==> src/rtl/mu_rd_scheduler_pkg.sv <==
// Shared types and sizing constants for the motion-update read scheduler.
package mu_rd_scheduler_pkg;

    localparam int NUM_CELLS_PER_MU      = 4;
    localparam int PARTICLE_ID_WIDTH     = 9;
    localparam int NUM_PARTICLES_PER_RAM = 512;
    localparam int MU_SCHED_CREDITS      = 4;
    localparam int PART_CNT_WIDTH        = PARTICLE_ID_WIDTH + 1;
    localparam int CELL_COUNT_WIDTH      = $clog2(NUM_CELLS_PER_MU);

    typedef enum logic [2:0] {
        MS_IDLE,
        MS_LOAD,
        MS_ISSUE,
        MS_DRAIN,
        MS_DONE
    } mu_sched_state_t;

endpackage

==> src/rtl/mu_rd_scheduler_credit_counter.sv <==
// Saturating up/down credit counter that tracks reads in flight toward the MU input buffer.
module mu_credit_counter
    import mu_rd_scheduler_pkg::*;
#(
    parameter int CREDITS = MU_SCHED_CREDITS,
    parameter int CNT_W   = $clog2(CREDITS + 1)
)(
    input  logic clk,
    input  logic rst,
    input  logic i_dec,
    input  logic i_inc,
    output logic o_has_credit,
    output logic o_full
);

    localparam logic [CNT_W-1:0] FULL = CNT_W'(CREDITS);

    logic [CNT_W-1:0] count_q;

    // Simultaneous take and give cancel out; both directions saturate.
    always_ff @(posedge clk) begin
        if (rst) begin
            count_q <= FULL;
        end else begin
            case ({i_dec, i_inc})
                2'b10: if (count_q != '0) count_q <= count_q - CNT_W'(1);
                2'b01: if (count_q != FULL) count_q <= count_q + CNT_W'(1);
                default: count_q <= count_q;
            endcase
        end
    end

    assign o_has_credit = (count_q != '0);
    assign o_full       = (count_q == FULL);

    a_no_return_when_full: assert property (@(posedge clk) disable iff (rst)
        !(i_inc && !i_dec && o_full));

endmodule

==> src/rtl/mu_rd_scheduler.sv <==
// Motion-update read scheduler: walks each cell's particles in order under credit throttling.
// Define MU_SCHED_STATS_EN to build the stall/read statistic counters (tied to 0 otherwise).
module mu_rd_scheduler
    import mu_rd_scheduler_pkg::*;
#(
    parameter int NUM_CELLS = NUM_CELLS_PER_MU,
    parameter int ADDR_W    = PARTICLE_ID_WIDTH,
    parameter int MAX_PARTS = NUM_PARTICLES_PER_RAM,
    parameter int CREDITS   = MU_SCHED_CREDITS,
    parameter int CELL_W    = $clog2(NUM_CELLS)
)(
    input  logic                          clk,
    input  logic                          rst,
    input  logic                          i_MU_start,
    input  logic [NUM_CELLS*(ADDR_W+1)-1:0] i_num_particles,
    input  logic                          i_credit_return,
    output logic [ADDR_W-1:0]             o_MU_rd_addr,
    output logic [NUM_CELLS-1:0]          o_MU_rd_en,
    output logic [CELL_W-1:0]             o_rd_cell,
    output logic                          o_MU_working,
    output logic                          o_MU_done,
    output logic [31:0]                   o_stall_cycles,
    output logic [31:0]                   o_total_reads
);

    localparam int CNT_W = ADDR_W + 1;
    localparam logic [CNT_W-1:0] MAX_CNT = CNT_W'(MAX_PARTS);

    mu_sched_state_t   state, next_state;
    logic [CNT_W-1:0]  in_cnt   [NUM_CELLS];
    logic [CNT_W-1:0]  counts_q [NUM_CELLS];
    logic [CNT_W-1:0]  src_cnt  [NUM_CELLS];
    logic [CELL_W-1:0] cell_q, cur_cell, first_cell, next_cell;
    logic [ADDR_W-1:0] addr_q, cur_addr;
    logic              loading, any_nz, next_found, last_in_cell;
    logic              do_issue, issue_done;
    logic              has_credit, cred_full;

    mu_credit_counter #(.CREDITS(CREDITS)) u_credit (
        .clk          (clk),
        .rst          (rst),
        .i_dec        (do_issue),
        .i_inc        (i_credit_return),
        .o_has_credit (has_credit),
        .o_full       (cred_full)
    );

    always_comb begin
        for (int c = 0; c < NUM_CELLS; c++) begin
            in_cnt[c] = i_num_particles[c*CNT_W +: CNT_W];
            if (in_cnt[c] > MAX_CNT) in_cnt[c] = MAX_CNT;
        end
    end

    // During LOAD the first read is issued straight from the incoming counts, so the
    // pointer/lookup logic works from whichever count set is current.
    always_comb begin
        loading    = (state == MS_LOAD);
        any_nz     = 1'b0;
        first_cell = '0;
        next_found = 1'b0;
        next_cell  = '0;
        for (int c = NUM_CELLS - 1; c >= 0; c--) begin
            src_cnt[c] = loading ? in_cnt[c] : counts_q[c];
            if (src_cnt[c] != '0) begin
                any_nz     = 1'b1;
                first_cell = CELL_W'(c);
            end
        end
        cur_cell = loading ? first_cell : cell_q;
        cur_addr = loading ? '0 : addr_q;
        for (int c = NUM_CELLS - 1; c >= 0; c--) begin
            if (CELL_W'(c) > cur_cell && src_cnt[c] != '0) begin
                next_found = 1'b1;
                next_cell  = CELL_W'(c);
            end
        end
        last_in_cell = ({1'b0, cur_addr} == (src_cnt[cur_cell] - CNT_W'(1)));
        do_issue     = ((loading && any_nz) || state == MS_ISSUE) && has_credit;
        issue_done   = do_issue && last_in_cell && !next_found;

        next_state = state;
        case (state)
            MS_IDLE:  if (i_MU_start) next_state = MS_LOAD;
            MS_LOAD:  next_state = (!any_nz || issue_done) ? MS_DRAIN : MS_ISSUE;
            MS_ISSUE: if (issue_done) next_state = MS_DRAIN;
            MS_DRAIN: if (cred_full) next_state = MS_DONE;
            MS_DONE:  next_state = MS_IDLE;
            default:  next_state = MS_IDLE;
        endcase
    end

    always_ff @(posedge clk) begin
        if (rst) begin
            state        <= MS_IDLE;
            counts_q     <= '{default: '0};
            cell_q       <= '0;
            addr_q       <= '0;
            o_MU_rd_en   <= '0;
            o_MU_rd_addr <= '0;
            o_rd_cell    <= '0;
            o_MU_working <= 1'b0;
            o_MU_done    <= 1'b0;
        end else begin
            state        <= next_state;
            o_MU_working <= (next_state != MS_IDLE);
            o_MU_done    <= (next_state == MS_DONE);
            o_MU_rd_en   <= '0;
            o_MU_rd_addr <= '0;
            o_rd_cell    <= '0;
            if (loading) begin
                counts_q <= in_cnt;
                cell_q   <= first_cell;
                addr_q   <= '0;
            end
            if (do_issue) begin
                o_MU_rd_en   <= NUM_CELLS'(1) << cur_cell;
                o_MU_rd_addr <= cur_addr;
                o_rd_cell    <= cur_cell;
                if (last_in_cell) begin
                    cell_q <= next_cell;
                    addr_q <= '0;
                end else begin
                    cell_q <= cur_cell;
                    addr_q <= cur_addr + ADDR_W'(1);
                end
            end
        end
    end

`ifdef MU_SCHED_STATS_EN
    logic [31:0] stall_q, reads_q;

    always_ff @(posedge clk) begin
        if (rst) begin
            stall_q <= '0;
            reads_q <= '0;
        end else begin
            if (state == MS_ISSUE && !has_credit && stall_q != '1) stall_q <= stall_q + 32'd1;
            if (do_issue && reads_q != '1) reads_q <= reads_q + 32'd1;
        end
    end

    assign o_stall_cycles = stall_q;
    assign o_total_reads  = reads_q;
`else
    assign o_stall_cycles = '0;
    assign o_total_reads  = '0;
`endif

endmodule
==> config.mk <==
export PLATFORM = sky130hd
export DESIGN_NAME = mu_rd_scheduler
export DESIGN_NICKNAME = d
export VERILOG_FILES = /design/src/rtl/mu_rd_scheduler_pkg.sv /design/src/rtl/mu_rd_scheduler_credit_counter.sv /design/src/rtl/mu_rd_scheduler.sv
export SDC_FILE = /design/constraint.sdc
export NUM_CORES = 1
export LEC_CHECK = 0
export ABC_AREA = 1
export BUFFER_PORTS_ARGS = -buffer_cell sky130_fd_sc_hd__buf_2
export CAP_MARGIN = 25
export CORE_MARGIN = 2
export CORE_UTILIZATION = 49
export DETAILED_ROUTE_END_ITERATION = 6
export GPL_TIMING_DRIVEN = 0
export PLACE_DENSITY_LB_ADDON = 0.1
export SYNTH_ARGS = -nofsm -noshare
export SYNTH_HDL_FRONTEND = slang
export SYNTH_SLANG_ARGS = --single-unit
==> constraint.sdc <==
create_clock -name clk -period 3.4 [get_ports clk]
set_input_delay 0.68 -clock clk [delete_from_list [all_inputs] [get_ports clk]]
set_output_delay 0.68 -clock clk [all_outputs]
set_load 0.1 [all_outputs]
* After elaboration in Yosys (flattened, before gate mapping) *
Cells that the tools add are included.

storage, ports and cells
  memories kept = 0
  bits in latches = 0
  flip-flop bits (word level) = 74
  bits in writable memories = 0
  output and inout port bits = 81
  bits in read-only memories = 0
  bits of input ports = 44
  word-level logic and storage cells = 103

cells by class
  order comparisons = 9
  muxes and demuxes = 41
  shift-type cells = 1
  equality and inequality tests = 11
  add/sub/neg operators = 4
  reduce and logical (&&, ||, !) cells = 22
  bitwise logic cells = 2
  divide/modulo/power cells = 0
  multiply operators = 0

operators with widths
  kind                     count
  $mux W10                 10
  $gt A10 B10 Y1 const B   4
  $reduce_bool A10 Y1      4
  $mux W9                  3
  $mux W2                  11
  $bmux W10 S2             1
  $mux W3                  5
  $pmux W3 S4              1
  $eq A9 B10 Y1            1
  $sub A10 B1 Y10 const B  1
  $add A9 B1 Y9 const B    1
  $mux W1                  9
  $logic_and A1 B1 Y1      8
  $eq A3 B2 Y1 const B     2
  $eq A3 B3 Y1 const B     2
  $pmux W3 S2              1
  $reduce_bool A3 Y1       2
  $gt A1 B2 Y1 const A     2
  $gt A2 B2 Y1 const A     2
  $shl A1 B2 Y4 const A    1
  $add A3 B1 Y3 const B    1
  $eq A3 B1 Y1 const B     1
  $ge A3 B3 Y1 const B     1
  $logic_not A3 Y1         1
  other kinds (13)         15

* Logic depth before layout (Yosys ltp) *
Gate-level depths: netlist of the first run.

  word-level depth = 21
  mapped depth = 36

* Cells and area by module *
A second synthesis of the first run with hierarchy kept.

unflattened totals
  cells, all modules = 820
  area, all modules = 5,038.6 um^2

by module, submodules not included
  module             cells each  times used  area an instance (um^2)  seq. area each (um^2)
  mu_rd_scheduler    787         1           4,815.9                  1,421.4
  mu_credit_counter  33          1           222.7                    60.1

* Worst setup path before layout of the first run *
Ideal clock, no wire load.

  path kind = input-to-reg
  start = in i_num_particles[12]
  end = reg addr_q[3]
  arrival time = 3,417 ps
  stages on the path = 28
  path buffers = 1
  setup slack = -127 ps
  required time = 3,290 ps
  path through = nor2_1 -> nand3_1 -> o21ai_1 -> nand3_1 -> nand2_1 -> nor2_1 -> nand2_1 -> nor2_4 -> nand2_2 -> nand2_4 -> buf_2 -> nand3_1 -> nand3_1 -> nand2_1 -> inv_2 -> ha_1 -> xor2_1 -> nand3b_1 -> nor2_1 -> nand2_1 -> nor2_1 -> nand2_1 -> nor2_4 -> nand2_2 -> nand2_4 -> inv_2 -> nand3_1 -> inv_1

on the way
  word-level cells in the longest chain between the ends = 15
  elaborated cells on any way between the ends = 20
  classes of those cells = 1 x add/sub; 1 x order compare; 1 x eq/ne; 12 x mux; 1 x bitwise; 4 x reduce/logical

ends and longest elaborated chain
  item                                          line                    text
  from (decl)                                   mu_rd_scheduler.sv:15   input logic [NUM_CELLS*(ADDR_W+1)-1:0] i_num_particles,
  $gt A10 B10 Y1                                mu_rd_scheduler.sv:51   if (in_cnt[c] > MAX_CNT) in_cnt[c] = MAX_CNT;
  $mux W10 (*)                                  mu_rd_scheduler.sv:51
  $mux W10 (*)                                  mu_rd_scheduler.sv:64   src_cnt[c] = loading ? in_cnt[c] : counts_q[c];
  $reduce_bool A10 Y1                           mu_rd_scheduler.sv:65   if (src_cnt[c] != '0) begin
  $mux W2 (2 in series)                         mu_rd_scheduler.sv:65
  $mux W2                                       n/a
  $not A2 Y3 (implied by the code)              mu_rd_scheduler.sv:78   last_in_cell = ({1'b0, cur_addr} == (src_cnt[cur_cell] - CNT_W'(1)));
  $bmux W10 S2                                  mu_rd_scheduler.sv:78
  $mux W10 (implied by the code) (2 in series)  mu_rd_scheduler.sv:78
  $sub A10 B1 Y10                               mu_rd_scheduler.sv:78
  $eq A9 B10 Y1                                 mu_rd_scheduler.sv:78
  $mux W9                                       mu_rd_scheduler.sv:120  if (last_in_cell) begin
  $mux W9 (*)                                   mu_rd_scheduler.sv:116  if (do_issue) begin
  to (signal assigned)                          mu_rd_scheduler.sv:125  addr_q <= cur_addr + ADDR_W'(1);
  to (decl)                                     mu_rd_scheduler.sv:34   logic [ADDR_W-1:0] addr_q, cur_addr;

Every way passes the cells marked *; elsewhere a longest branch is shown, timed or not. The select of a mux whose other input is x is not followed.
A chain may end at the register's enable or synchronous reset.

* Worst setup path after layout of the first run *
  start = reg state[0]
  end = reg addr_q[3]

on the way
  word-level cells in the longest chain between the ends = 16
  elaborated cells on any way between the ends = 32
  classes of those cells = 2 x add/sub; 3 x eq/ne; 19 x mux; 1 x bitwise; 7 x reduce/logical

ends and longest elaborated chain
  item                                          line                    text
  from (decl)                                   mu_rd_scheduler.sv:29   mu_sched_state_t state, next_state;
  from (signal assigned)                        mu_rd_scheduler.sv:105  state <= next_state;
  $eq A3 B1 Y1                                  mu_rd_scheduler.sv:58   loading = (state == MS_LOAD);
  $mux W10                                      mu_rd_scheduler.sv:64
  $reduce_bool A10 Y1                           mu_rd_scheduler.sv:65
  $mux W2 (4 in series)                         mu_rd_scheduler.sv:65
  $mux W2                                       n/a
  $not A2 Y3 (implied by the code)              mu_rd_scheduler.sv:78
  $bmux W10 S2                                  mu_rd_scheduler.sv:78
  $mux W10 (implied by the code) (2 in series)  mu_rd_scheduler.sv:78
  $sub A10 B1 Y10                               mu_rd_scheduler.sv:78
  $eq A9 B10 Y1                                 mu_rd_scheduler.sv:78
  $mux W9                                       mu_rd_scheduler.sv:120
  $mux W9 (*)                                   mu_rd_scheduler.sv:116

Marks and branches as above.

==> results of run 1 <==
per-layer routing:
layer | global-route usage | wire length, um | vias up | share of wire
met5 | 0 | 0 | - | 0
met3 | 0.0514 | 696 | 22 | 0.053
met1 | 0.295 | 5850 | 2242 | 0.45
met4 | 0.0801 | 291 | 0 | 0.022
li1 | - | - | 2587 | -
met2 | 0.433 | 6220 | 133 | 0.48
placed cells by master, fill, tap and decap left out, types with 3 or more instances in the layout:
cell type	instances
sky130_fd_sc_hd__a21oi_1	21
sky130_fd_sc_hd__a21oi_2	4
sky130_fd_sc_hd__nand3_2	11
sky130_fd_sc_hd__nor2_1	106
sky130_fd_sc_hd__conb_1	64
sky130_fd_sc_hd__buf_6	8
sky130_fd_sc_hd__nor3_1	9
sky130_fd_sc_hd__nand2_1	205
sky130_fd_sc_hd__clkbuf_8	9
sky130_fd_sc_hd__nand2_4	9
sky130_fd_sc_hd__clkbuf_1	8
sky130_fd_sc_hd__inv_2	8
sky130_fd_sc_hd__inv_1	89
sky130_fd_sc_hd__buf_4	97
sky130_fd_sc_hd__nand2_2	27
sky130_fd_sc_hd__dfxtp_1	71
sky130_fd_sc_hd__nor2_2	14
sky130_fd_sc_hd__nand3b_1	3
sky130_fd_sc_hd__inv_4	3
sky130_fd_sc_hd__o21ai_2	3
sky130_fd_sc_hd__nand3_1	55
sky130_fd_sc_hd__o21ai_1	6
sky130_fd_sc_hd__o21ai_0	4
sky130_fd_sc_hd__buf_8	4
sky130_fd_sc_hd__xor2_1	5
sky130_fd_sc_hd__nor2_4	13
sky130_fd_sc_hd__buf_2	60
registers in the layout (all words and copies together), names as in the netlist:
| signal | cells |
|---|---|
| addr_q | 9 |
| cell_q | 2 |
| counts_q | 40 |
| o_MU_done | 1 |
| o_MU_rd_addr | 9 |
| o_MU_rd_en | 4 |
| o_MU_working | 1 |
| o_rd_cell | 2 |
| state | 3 |
| u_credit.count_q | 3 |
repair_timing:
action | in CTS | in global routing
pin swaps | 15 | 36
cloned | 1 | 1
endpoints found under the setup margin | 13 | 21
hold buffers | 0 | 0
gates resized for setup | 31 | 52
endpoints found under the hold margin | 0 | 0
buffers inserted | 23 | 9
layout make-up:
cell class | instances | area, um2 | share of cell area
timing repair buffer | 93 | 592 | 0.0930
multi-input combinational | 582 | 2880 | 0.452
clock buffer | 11 | 131 | 0.0206
tap | 133 | 166 | 0.0262
sequential | 74 | 1490 | 0.234
inverter | 100 | 383 | 0.0602
clock inverter | 5 | 55.1 | 0.00865
buffer | 85 | 669 | 0.105
metrics by stage:
| stage | total power (W) | cell area (um2) |
|---|---|---|
| after floorplan | 0.00209 | 5170 |
| after global placement | 0.00229 | 5640 |
| after detailed placement | 0.00232 | 5640 |
| after CTS | 0.00309 | 6130 |
| after global routing | 0.00342 | 6360 |
| final | 0.00322 | 6360 |
worst max path at each step:
stage                              from  cells after the start              endpoint
floorplan           i_num_particles[10]                     28  addr_q[3]$_SDFF_PP0_
global placement    i_num_particles[26]                     33  addr_q[2]$_SDFF_PP0_
detailed placement  i_num_particles[26]                     33  addr_q[3]$_SDFF_PP0_
CTS                 state[0]$_SDFF_PP0_                     32  addr_q[3]$_SDFF_PP0_
global route        state[0]$_SDFF_PP0_                     34  addr_q[2]$_SDFF_PP0_
finish              state[0]$_SDFF_PP0_                     32  addr_q[3]$_SDFF_PP0_
cells by family (layout without fill, tap and decap cells):
family | count (synthesis) | count (layout) | synth area share
fa+ha+maj | 3 | 3 | 0.00921
xor+xnor | 5 | 5 | 0.00895
other cells | 1 | 64 | 0.000767
compound gates | 48 | 48 | 0.0599
flops | 74 | 74 | 0.303
simple gates | 462 | 462 | 0.409
buf+inv | 186 | 294 | 0.209
synth_stat cells:
library cell	count
sky130_fd_sc_hd__and2_1	2
sky130_fd_sc_hd__nor3_2	1
sky130_fd_sc_hd__nand3_1	64
sky130_fd_sc_hd__nor3_1	9
sky130_fd_sc_hd__conb_1	1
sky130_fd_sc_hd__nor3b_1	1
sky130_fd_sc_hd__nand3b_1	3
sky130_fd_sc_hd__or2_2	2
sky130_fd_sc_hd__buf_2	4
sky130_fd_sc_hd__o21ai_1	7
sky130_fd_sc_hd__inv_2	6
sky130_fd_sc_hd__buf_6	10
sky130_fd_sc_hd__o22ai_1	1
sky130_fd_sc_hd__nand2_2	9
sky130_fd_sc_hd__a21boi_1	1
sky130_fd_sc_hd__o211ai_1	2
sky130_fd_sc_hd__buf_4	65
sky130_fd_sc_hd__a21oi_1	22
sky130_fd_sc_hd__nand4_1	2
sky130_fd_sc_hd__ha_1	2
sky130_fd_sc_hd__nor2_2	7
sky130_fd_sc_hd__nand2_4	4
sky130_fd_sc_hd__a21boi_2	1
sky130_fd_sc_hd__xor2_1	5
sky130_fd_sc_hd__o21ai_0	6
sky130_fd_sc_hd__dfxtp_1	74
sky130_fd_sc_hd__clkbuf_1	7
sky130_fd_sc_hd__o21ai_4	1
sky130_fd_sc_hd__fa_1	1
sky130_fd_sc_hd__nand2_1	228
sky130_fd_sc_hd__a211oi_1	1
sky130_fd_sc_hd__inv_1	94
sky130_fd_sc_hd__o21a_1	2
sky130_fd_sc_hd__nand3_2	4
sky130_fd_sc_hd__nor2_1	120
sky130_fd_sc_hd__o211ai_2	1
sky130_fd_sc_hd__nor2_4	6
sky130_fd_sc_hd__a21oi_2	3
where the power goes:
| group | total (W) | switching (W) | leakage, nW | internal (W) |
|---|---|---|---|---|
| Sequential | 0.000941 | 0.0000270 | 0.601 | 0.000914 |
| Combinational | 0.00161 | 0.00108 | 2.84 | 0.000525 |
| Clock | 0.000674 | 0.000337 | 0.0893 | 0.000337 |
critical path, delay by kind of cell (launching register included):
| kind | cells | cell delay, ps |
|---|---|---|
| AND/OR/NAND/NOR | 23 | 2460 |
| flip-flops | 1 | 340 |
| buffers and inverters | 7 | 520 |
| adder cells (fa/ha/maj) | 1 | 230 |
| XOR/XNOR | 1 | 150 |
==> qor.log, run 1 <==
qor: outcome.outcome finished with violations
qor: outcome.violations setup timing
qor: route.detailroute.via_count 4984
qor: yosys.yosysUniqueCellTypes 38
qor: yosys.synth_area_per_cell 6.28 um2
qor: cells_and_area.finalNetCount 992
qor: global_routing.grt_max_degree 13
qor: global_routing.vias_in_the_first_global_route 4665
qor: clocking.cts_sinks 74
qor: worst_setup_path.critical_path.most_common_cell sky130_fd_sc_hd__nor2_4
qor: yosys.yosysTopAreaCellShare 0.303
qor: floorplan.floorplan.core_area 0.00973 mm2
qor: worst_setup_path.cell_type_of_the_slowest_stage_on_the_worst_timing_path sky130_fd_sc_hd__dfxtp_2
qor: global_routing.overflow 0
qor: route.wirelength 13.1 mm
qor: sta.min_period 3760 ps
qor: yosys.syn-instance-count 779
qor: sta.final_setup_slack_of_the_worst_path -361 ps
qor: yosys.post_synth_main_area_contributors sky130_fd_sc_hd__dfxtp_1, sky130_fd_sc_hd__nand2_1, sky130_fd_sc_hd__buf_4, sky130_fd_sc_hd__nor2_1, sky130_fd_sc_hd__inv_1
qor: clocking.clk_latency 360 ps
qor: clocking.clockBufferDepth 2
qor: global_routing.groute.usage.overall 0.245
qor: route.number_of_nets_with_antenna_violations_after_routing 0
qor: flow_run.timing.max_cap.violations 0
qor: cells_and_area.syn_to_final_growth 30.1%
qor: clocking.cts_made_buffers 9
qor: sta.worst-slew-pin-transition 714 ps
qor: worst_setup_path.worstReg2RegEnd addr_q[3]$_SDFF_PP0_
qor: pwr.power.density 507 mW/mm2
qor: route.drt-vias-per-instance 4.60
qor: worst_hold_path.worst_hold_launch u_credit.count_q[2]$_SDFFE_PP1P_
qor: pwr.p_leak 3.53 nW
qor: cells_and_area.num-fill-cells 957
qor: sta.setup_viol 13
qor: route.drcViolationCount 0
qor: clocking.cts_tree yes
qor: worst_hold_path.worstHoldPathType flop to flop
qor: worst_setup_path.data_required_critical_path 3670 ps
qor: worst_hold_path.end_of_the_worst_hold_path u_credit.count_q[2]$_SDFFE_PP1P_
qor: worst_setup_path.cp_slowest_stage_delay 340 ps
qor: floorplan.core.rowCount 36
qor: sta.timing.max_slew.rel_slack 0.524
qor: cells_and_area.fin_util 0.654
qor: floorplan.die-width 104 um
qor: worst_setup_path.startpoint_type flop
qor: placed_design.place.port_buffers 59
qor: cells_and_area.post_layout_nonfiller_instances 1083
qor: sta.min_period_over_period 1.11
qor: worst_setup_path.worstSetupEndpointType flop
qor: clocking.worst_setup_hold_path_clk_slew 80 ps
qor: sta.fin_skew 11.0 ps
qor: worst_setup_path.worstPathMaxFanout 8
qor: sta.report.final.slew_viol_count 0
qor: yosys.number_of_flip_flops_and_latches_in_the_synthesized_netlist 74
qor: pwr.vdd_drop_max 0.306 mV
qor: worst_hold_path.holdPathStages 2
qor: sta.totalNegativeSetupSlack -4050 ps
qor: worst_setup_path.r2r_cells 32
qor: floorplan.top_level_ports 125
qor: cells_and_area.drive_gt1_frac 0.307
qor: placed_design.gp_routability_congestion 0.898
qor: global_routing.global_route_wire_length_before_repair 21.2 mm
qor: floorplan.die_h 104 um
qor: yosys.synth-seq-area-share 0.303
qor: global_routing.grt_antenna_before_repair 0
qor: sta.grt_setup_unrepaired yes
qor: worst_setup_path.arrival 4030 ps
qor: cells_and_area.number_of_diodes 0
qor: yosys.synthesis.area 0.00489 mm2
qor: route.dr.first_iter.drc_count 215
qor: sta.timing.fmax 0.266 GHz
qor: route.dr.pass1.iters 5
qor: worst_setup_path.worstSetupPathType flop to flop
qor: clocking.ctsHtreeMaxLevel 3
qor: worst_setup_path.r2r_slack -360 ps
qor: yosys.post-synth-top-area-cell sky130_fd_sc_hd__dfxtp_1
qor: worst_setup_path.rr_startpoint state[0]$_SDFF_PP0_
qor: route.wl_per_cell 12.1 um
qor: sta.hold_slack 458 ps
qor: floorplan.start_util 0.503
qor: sta.hold_viol_final 0
qor: yosys.yosysWarnings 0
qor: placed_design.place_hpwl 9.96 mm
qor: clocking.cts.root.buffer_cell sky130_fd_sc_hd__clkbuf_8
qor: placed_design.preCtsSetupSlack -763 ps
qor: placed_design.placed_cells 1034
qor: floorplan.design.die.area 0.0108 mm2
(Power assumes the default switching activity.)
==> run 2, diff against run 1 <==
CORE_ASPECT_RATIO = 2   (was unset)
==> run 2 against run 1 <==
- the flow still finishes with violations (setup timing)
- routed wire length grew 18%
- fmax is 3.1% lower
- total power increased by 13%
- final cell count grew 2.3%
- non-clock buffer count increased by 26
- final area up 6.7%
- register-to-register slack got worse by 120 ps
- sequential share of layout area fell by 1.4 points
- clock skew down 2.0 ps
==> qor.log, run 2 (synthesis gave the netlist of run 1 again) <==
qor: cells_and_area.seq_area 0.00149 mm2
qor: global_routing.use_met3 0.0306
qor: sta.grt_setup_unrepaired yes
qor: global_routing.global_route_wire_length_before_repair 22.9 mm
qor: outcome.violations setup timing
qor: sta.min_period_over_period 1.14
qor: flow_run.timing.max_cap.violations 0
qor: placed_design.place.port_buffers 59
qor: pwr.p_leak 3.77 nW
qor: route.drt-vias-per-instance 4.81
qor: floorplan.design.die.area 0.0108 mm2
qor: sta.min_period 3880 ps
qor: cells_and_area.drive_gt1_frac 0.326
qor: worst_setup_path.cell_type_of_the_slowest_stage_on_the_worst_timing_path sky130_fd_sc_hd__dfxtp_4
qor: sta.timing.fmax 0.258 GHz
qor: clocking.ctsHtreeMaxLevel 3
qor: floorplan.start_util 0.504
qor: clocking.cts.root.buffer_cell sky130_fd_sc_hd__clkbuf_16
qor: cells_and_area.layout_top_registers counts_q x40, addr_q x9, o_MU_rd_addr x9
qor: cells_and_area.num-fill-cells 846
qor: clocking.cts_sinks 74
qor: worst_setup_path.cp_slowest_stage_delay 360 ps
qor: clocking.clk_latency 350 ps
qor: global_routing.vias_in_the_first_global_route 4944
qor: pwr.power.density 536 mW/mm2
qor: sta.worst-slew-pin-transition 781 ps
qor: sta.fin_skew 8.97 ps
qor: cells_and_area.top_register counts_q
qor: clocking.cts_made_buffers 9
qor: clocking.hold_buffer_count_at_cts 0
qor: clocking.cts_tree yes
qor: sta.timing.max_slew.rel_slack 0.479
qor: floorplan.die-width 74.6 um
qor: cells_and_area.number_of_diodes 0
qor: sta.hold_viol_final 0
qor: worst_hold_path.worstHoldPathType flop to flop
qor: cells_and_area.max_reg_flops 40
qor: global_routing.met1_track_utilization_from_global_routing 0.260
qor: route.number_of_nets_with_antenna_violations_after_routing 0
qor: placed_design.placed_cells 1033
qor: global_routing.grt_max_degree 13
qor: cells_and_area.finalNetCount 1018
qor: route.wl_per_cell 13.9 um
qor: cells_and_area.syn_to_final_growth 38.9%
qor: route.detailroute.via_count 5326
qor: clocking.worst_setup_hold_path_clk_slew 60 ps
qor: worst_setup_path.startpoint_type flop
qor: route.dr.pass1.iters 6
qor: floorplan.die_h 145 um
qor: floorplan.core.rowCount 51
qor: route.wirelength 15.4 mm
qor: global_routing.grt_antenna_before_repair 0
qor: outcome.outcome finished with violations
qor: worst_setup_path.arrival 4120 ps
qor: worst_setup_path.worstPathMaxFanout 8
qor: cells_and_area.post_layout_nonfiller_instances 1108
qor: worst_setup_path.worstSetupEndpointType flop
qor: placed_design.gp_routability_congestion 0.923
qor: global_routing.overflow 0
qor: clocking.clockBufferDepth 2
qor: route.drcViolationCount 0
qor: worst_setup_path.worstSetupPathType flop to flop
qor: global_routing.grt_use_met2 0.502
qor: sta.setup_viol 13
qor: sta.report.final.slew_viol_count 0
qor: placed_design.place_hpwl 10.9 mm
qor: pwr.power 0.00364 W
qor: cells_and_area.multi_input_area 0.00293 mm2
qor: global_routing.groute.usage.overall 0.278
qor: cells_and_area.most_common_cell_after_layout_fill_and_taps_aside sky130_fd_sc_hd__nand2_1
qor: worst_setup_path.critical_path.most_common_cell sky130_fd_sc_hd__nand2_2
qor: route.dr.first_iter.drc_count 321
qor: global_routing.grt-busiest-layer met2
qor: floorplan.top_level_ports 125
qor: worst_setup_path.data_required_critical_path 3640 ps
qor: pwr.vdd_drop_max 0.345 mV
qor: cells_and_area.mostFrequentLayoutCells sky130_fd_sc_hd__nand2_1, sky130_fd_sc_hd__buf_4, sky130_fd_sc_hd__nor2_1
qor: sta.final_setup_slack_of_the_worst_path -479 ps
qor: floorplan.floorplan.core_area 0.00970 mm2
==> run 2: cell count changes in the layout (fill, tap and decap cells not counted), moves of 3 or more <==
cell                        previous run  this run
sky130_fd_sc_hd__nor2_1              106       111
sky130_fd_sc_hd__inv_1                89        92
sky130_fd_sc_hd__inv_4                 3         0
sky130_fd_sc_hd__buf_4                97       119
sky130_fd_sc_hd__nand2_1             205       201
sky130_fd_sc_hd__nor2_2               14        11
sky130_fd_sc_hd__clkbuf_16             1        10
sky130_fd_sc_hd__clkbuf_8              9         1
==> run 2: path summary, 6_finish.rpt <==
| check | slack, ps | cells after the start | endpoint | from |
|---|---|---|---|---|
| worst min register to register | 460 | 2 | u_credit.count_q[2]$_SDFFE_PP1P_ | u_credit.count_q[2]$_SDFFE_PP1P_ |
| worst max-delay path | -480 | 30 | addr_q[3]$_SDFF_PP0_ | state[1]$_SDFF_PP0_ |
| worst max register to register | -480 | 30 | addr_q[3]$_SDFF_PP0_ | state[1]$_SDFF_PP0_ |
| worst min-delay path | 460 | 2 | u_credit.count_q[2]$_SDFFE_PP1P_ | u_credit.count_q[2]$_SDFFE_PP1P_ |
==> run 2: repair_timing <==
action	4_1_cts	5_1_grt
resized for setup	50	49
endpoints found under the setup margin	13	26
buffers inserted	52	11
hold endpoints to repair	0	0
pin swaps	26	41
cloned	3	1
==> run 2: metal layers <==
layer  vias up  part of all wire
li1       2643                 -
met1      2368              0.32
met2       235              0.53
met3        80             0.053
met4         0             0.090
met5         -                 0
==> run 2: cell type report <==
cell class,count,area share
Buffer,84,0.100
Clock buffer,12,0.0363
Clock inverter,4,0.0111
Inverter,100,0.0553
Multi-Input combinational cell,582,0.431
Sequential cell,74,0.219
Tap cell,132,0.0243
Timing Repair Buffer,120,0.123
==> run 2: metrics by stage <==
| stage | hold WS, ps | util | instance area, um2 | TNS [ps] | setup slack, ps |
|---|---|---|---|---|---|
| finish | 461 | 0.700 | 6790 | -5300 | -479 |
| global route | 487 | 0.700 | 6790 | -7850 | -687 |
| CTS | 467 | 0.679 | 6590 | -4570 | -402 |
| detailed placement | 453 | 0.581 | 5630 | -10460 | -875 |
| global placement | 442 | 0.581 | 5630 | -10200 | -857 |
| floorplan | 429 | - | 5170 | 0 | 1.67 |
==> run 2: power by group <==
| group | switching [W] | total, W | internal (W) |
|---|---|---|---|
| clock network | 0.000381 | 0.00104 | 0.000663 |
| registers | 0.0000277 | 0.000942 | 0.000914 |
| logic | 0.00111 | 0.00166 | 0.000543 |
==> run 2: worst max-delay path: cells and delay by family, from the launching register on <==
| kind | cells | cell delay [ps] |
|---|---|---|
| fa+ha+maj | 1 | 260 |
| simple gates | 22 | 2400 |
| xor+xnor | 1 | 150 |
| buf+inv | 6 | 610 |
| flops | 1 | 360 |
